$ cat config.mk
export PLATFORM = sky130hd
export DESIGN_NAME = jlsemi_util_clk_gate_ctrl
export DESIGN_NICKNAME = d
export VERILOG_FILES = /design/src/rtl/jlsemi_clk_gate_pkg.sv /design/src/rtl/jlsemi_util_sat_cnt.sv /design/src/rtl/jlsemi_util_clk_gate_ctrl.sv
export SDC_FILE = /design/constraint.sdc
export NUM_CORES = 1
export LEC_CHECK = 0
export CORE_MARGIN = 2
export CORE_UTILIZATION = 49
export CTS_CLUSTER_SIZE = 8
export DETAILED_ROUTE_END_ITERATION = 8
export GPL_TIMING_DRIVEN = 1
export PLACE_DENSITY = 0.8
export SKIP_LAST_GASP = 1
export SYNTH_ARGS = -nofsm -noshare
export SYNTH_HDL_FRONTEND = slang
export SYNTH_SLANG_ARGS = --single-unit
$ cat constraint.sdc
create_clock -name clk -period 3.4 [get_ports clk]
set_clock_uncertainty 0.05 [all_clocks]
set_input_delay 1.02 -clock clk [delete_from_list [all_inputs] [get_ports clk]]
set_output_delay 1.02 -clock clk [all_outputs]
set_load 0.01 [all_outputs]
$ cat src/rtl/jlsemi_clk_gate_pkg.sv
//------------------------------------------------------------------------------
// Module      : jlsemi_clk_gate_pkg
// Description : Shared state encoding and widths for the clock-gate controller
// Revision    : 1.0 - initial release
//------------------------------------------------------------------------------
`default_nettype none

package jlsemi_clk_gate_pkg;

  typedef enum logic [1:0] {
    RUN   = 2'd0,
    GATED = 2'd1,
    WAKE  = 2'd2
  } gate_state_t;

  localparam int GATE_CNT_W = 16;

endpackage

`default_nettype wire

$ cat src/rtl/jlsemi_util_sat_cnt.sv
//------------------------------------------------------------------------------
// Module      : jlsemi_util_sat_cnt
// Description : Up counter that holds at all-ones; clr and rst return it to 0
// Revision    : 1.0 - initial release
//------------------------------------------------------------------------------
`default_nettype none

module jlsemi_util_sat_cnt #(
  parameter int WIDTH = 8
) (
  input  logic             clk,
  input  logic             rst,
  input  logic             clr,
  input  logic             inc,
  output logic [WIDTH-1:0] cnt
);

  logic [WIDTH-1:0] r_cnt;

  always_ff @(posedge clk) begin
    if (rst || clr) begin
      r_cnt <= '0;
    end else if (inc && (r_cnt != '1)) begin
      r_cnt <= r_cnt + WIDTH'(1);
    end
  end

  assign cnt = r_cnt;

endmodule

`default_nettype wire

$ cat src/rtl/jlsemi_util_clk_gate_ctrl.sv
//------------------------------------------------------------------------------
// Module      : jlsemi_util_clk_gate_ctrl
// Description : Idle-timeout clock-gate controller driving ICG E/TE with a
//               request/acknowledge wake handshake and warm-up delay
// Revision    : 1.0 - initial release
//------------------------------------------------------------------------------
`default_nettype none

module jlsemi_util_clk_gate_ctrl
  import jlsemi_clk_gate_pkg::*;
#(
  parameter int IDLE_W   = 8,
  parameter int WAKE_CYC = 2
) (
  input  logic                  clk,
  input  logic                  rst,
  input  logic                  cfg_auto_en,
  input  logic [IDLE_W-1:0]     cfg_idle_thr,
  input  logic                  busy,
  input  logic                  wake_req,
  input  logic                  force_on,
  input  logic                  scan_mode,
  output logic                  clk_en,
  output logic                  clk_te,
  output logic                  wake_ack,
  output logic                  gated,
  output logic [GATE_CNT_W-1:0] gate_cnt
);

  localparam int                  C_WAKE_W    = (WAKE_CYC > 1) ? $clog2(WAKE_CYC) : 1;
  localparam logic [C_WAKE_W-1:0] C_WAKE_LAST = C_WAKE_W'(WAKE_CYC - 1);

  gate_state_t         r_state;
  gate_state_t         w_next_state;
  logic [C_WAKE_W-1:0] r_wake_cnt;
  logic                r_clk_en;
  logic [IDLE_W-1:0]   w_idle_cnt;
  logic                w_idle;
  logic                w_keep_on;
  logic                w_gate_evt;

  assign w_idle    = !busy && !wake_req;
  assign w_keep_on = !cfg_auto_en || force_on;

  always_comb begin
    w_next_state = r_state;
    case (r_state)
      RUN: begin
        if (w_idle && !w_keep_on && (w_idle_cnt >= cfg_idle_thr)) begin
          w_next_state = GATED;
        end
      end
      GATED: begin
        if (busy || wake_req || w_keep_on) begin
          w_next_state = WAKE;
        end
      end
      WAKE: begin
        // Warm-up runs to completion even if the requester goes away.
        if (r_wake_cnt == C_WAKE_LAST) begin
          w_next_state = RUN;
        end
      end
      default: w_next_state = RUN;
    endcase
  end

  always_ff @(posedge clk) begin
    if (rst) begin
      r_state    <= RUN;
      r_wake_cnt <= '0;
      r_clk_en   <= 1'b1;
    end else begin
      r_state  <= w_next_state;
      r_clk_en <= (w_next_state != GATED);
      if (r_state == GATED) begin
        r_wake_cnt <= '0;
      end else if (r_state == WAKE) begin
        r_wake_cnt <= r_wake_cnt + C_WAKE_W'(1);
      end
    end
  end

  assign w_gate_evt = (r_state == RUN) && (w_next_state == GATED);

  // Idle run length restarts on any activity and whenever RUN is (re)entered.
  jlsemi_util_sat_cnt #(
    .WIDTH (IDLE_W)
  ) u_idle_cnt (
    .clk (clk),
    .rst (rst),
    .clr ((r_state != RUN) || !w_idle),
    .inc ((r_state == RUN) && w_idle),
    .cnt (w_idle_cnt)
  );

  jlsemi_util_sat_cnt #(
    .WIDTH (GATE_CNT_W)
  ) u_gate_cnt (
    .clk (clk),
    .rst (rst),
    .clr (1'b0),
    .inc (w_gate_evt),
    .cnt (gate_cnt)
  );

  assign clk_en   = r_clk_en;
  assign clk_te   = scan_mode;
  assign wake_ack = (r_state == RUN) && wake_req;
  assign gated    = (r_state == GATED);

endmodule

`default_nettype wire

==> reports/summary.txt <==
Crit path max fanout: 3
Post-route clock period utilization: 0.980
Clk slew on worst S/H paths: 0.15 ns
Max IR drop VDD: 0.248 mV
Most common cell in the netlist: dfxtp_1
RSZ-0062 raised after global routing: no
Crit path top cell by count: clkdlybuf4s50_1
Synth Area in Adders: 0.0828
Area growth, synth to finish: 25.7%
Outcome: finished, final reports clean
Number of flops mapped to enable cells by yosys: 0
Primary FF master, synth: dfxtp_1
CTS root buf: clkbuf_4
Top Ports: 35
Synthesized flop and latch total: 28
Share of cells above drive strength 1: 0.0619
Hold WC Path Type: reg2reg
Area of placed instances: 1860 µm²
Syn_nets: 202
Clock power share: 0.307
Antenna Cells: 0
Synth Area in XOR/XNOR: 0.0695
Max cap viols: 0
Startpoint types: input pin
CP max-delay cell: clkdlybuf4s50_1
Mapped Cells: 177
Yosys top cell area share: 0.371
Core box area: 3000 µm²
Std-Cell Rows: 20
Fmax: 300 MHz
Final core occ: 0.633
Die W: 59.5 µm
Largest family of logic cells by synthesized area: simple AND/OR/NAND/NOR gates
PD cells: 280 nW/µm²
Antenna violations before repair: 0
Leakage: 0.670 nW
Share of flip-flops with an asynchronous set or reset: 0
Worst slack, placed: -0.141 ns
Setup bufs post-CTS: 0
Via count: 1405
CTS tree: yes
Crit path required time: 2.33 ns
Clock sink total: 28
Area of the multi-input gates: 867 µm²
Net switching power: 114 µW
Design area: 1900 µm²
Wire per inst: 13.0 µm
Hold_ws: 0.469 ns
DRT Pass-1 Iters: 4
Inst Count DP: 239
Post-Syn Area: 1510 µm²
Final WL: 3.16 mm
Synthesis Warnings: 0
Starting DRT DRC Count: 84
Worst Setup Path Type: in2out
Synth top area cells: dfxtp_1 37%, ha_1 8.3%, nor2_1 5.0%, a21oi_1 4.3%, nand3_1 3.6%
Fraction of power consumed by sequential logic: 0.619
Finished Layout Cells: 243
Worst-Skew Late Latency: 0.33 ns
Crit-path cells: clkdlybuf4s50_1 -> nor3b_1 -> clkdlybuf4s50_1
Grt ovf: 0
Synth area leader: dfxtp_1
Number of global-route vias before repair: 1296
Reg area: 561 µm²
Min Tclk post-route: 3.33 ns
Distinct cell type count after synthesis: 37
H-tree levels: 1
P_int: 418 µW
CTS buffer count: 3
Switching Share: 0.215
Post-DP HPWL: 2.50 mm
Fillers: 267
Die Ht: 59.5 µm
Post-CTS sizing: 0
DIE AREA: 3550 µm²
IO Port Bufs: 32
Clock tree buffer depth: 2
Critical Path End Type: primary output
Max Transition Viols Final: 0
Mean Syn Cell Area: 8.54 µm²
Slew margin rel.: 0.639
Total Neg Setup Slack: 0 ns
# hold bufs at CTS: 0
Via-per-instance ratio: 5.78
DRT antenna net count: 0
Simple-Gate Fraction of Synth Area: 0.286
Largest stage delay, worst path: 0.56 ns
Sequential element share of the synthesized area: 0.371
First-pass GRT wire length: 5.47 mm
Pwr Total: 532 µW
Initial cell density of the core: 0.503
WP data arrival: 2.26 ns
Synth Area in Compound Gates: 0.123
Synth cell count leaders: 28 x dfxtp_1, 20 x nor2_1, 13 x a21oi_1
GRT Total Usage: 0.204
RePlAce Congestion: 0.779
# DRC: 0
Comb pwr share: 0.074
Worst Slack Setup Final: 0.0670 ns
Final hold violation count: 0
Final #Nets: 236
Largest net degree at the start of global routing: 21
Final setup violation count: 0
Post-synthesis mux area share: 0.0132
Worst-Margin Slew: 0.528 ns
==> cell usage in the layout (no fill, tap or decap), types with 8 or more instances in the layout <==
cell type,instances
nand3_1,11
clkdlybuf4s50_1,32
dfxtp_1,28
ha_1,10
inv_1,12
a21oi_1,13
nand4_1,8
nor2_1,20
==> power groups by stage <==
stage | combinational, mW | clock (mW) | sequential (mW)
4_1_cts | 0.0398 | 0.168 | 0.329
3_3_place_gp | 0.0377 | 0 | 0.336
2_1_floorplan | 0.0181 | 0 | 0.336
3_5_place_dp | 0.0397 | 0 | 0.336
6_report | 0.0393 | 0.164 | 0.329
5_1_grt | 0.0435 | 0.179 | 0.330
==> cells by family after synthesis <==
family,Yosys count
AOI/OAI and AO/OA,30
xor gates and xnor gates,12
adders and majority gates,10
buffers and inverters,19
DFF,28
muxes,2
and+or+nand+nor,76
==> worst max-delay path, delay by kind of cell <==
kind	cells	cell delay, ns
buffers and inverters	2	1.06
AND/OR/NAND/NOR	1	0.18
==> registers in the layout, summed over array words and instances, names as in the netlist <==
signal	count
u_idle_cnt.cnt	8
r_wake_cnt	1
r_state	2
clk_en	1
u_gate_cnt.cnt	16
==> worst paths after layout <==
kind	startpoint	endpoint	slack (ns)	cells after the start
worst max-delay path	wake_req	wake_ack	0.07	3
worst min-delay path	u_gate_cnt.cnt[14]	u_gate_cnt.cnt[14]	0.47	2
worst min register to register	u_gate_cnt.cnt[14]	u_gate_cnt.cnt[14]	0.47	2
worst max register to register	u_idle_cnt.cnt[0]	u_gate_cnt.cnt[10]	0.99	9
==> metal layers <==
layer	share of wire	track usage
met1	0.42	0.235
met3	0.042	0.0459
met2	0.52	0.363
met4	0.015	0.0794
met5	0	0
==> cell type report <==
| cell class | count | share of cell area |
|---|---|---|
| flip-flops and latches | 28 | 0.295 |
| well taps | 33 | 0.0217 |
| clock buffers | 4 | 0.0191 |
| inverters | 12 | 0.0237 |
| repair buffers | 36 | 0.184 |
| multi-input cells | 130 | 0.456 |
(Power assumes the default switching activity.)
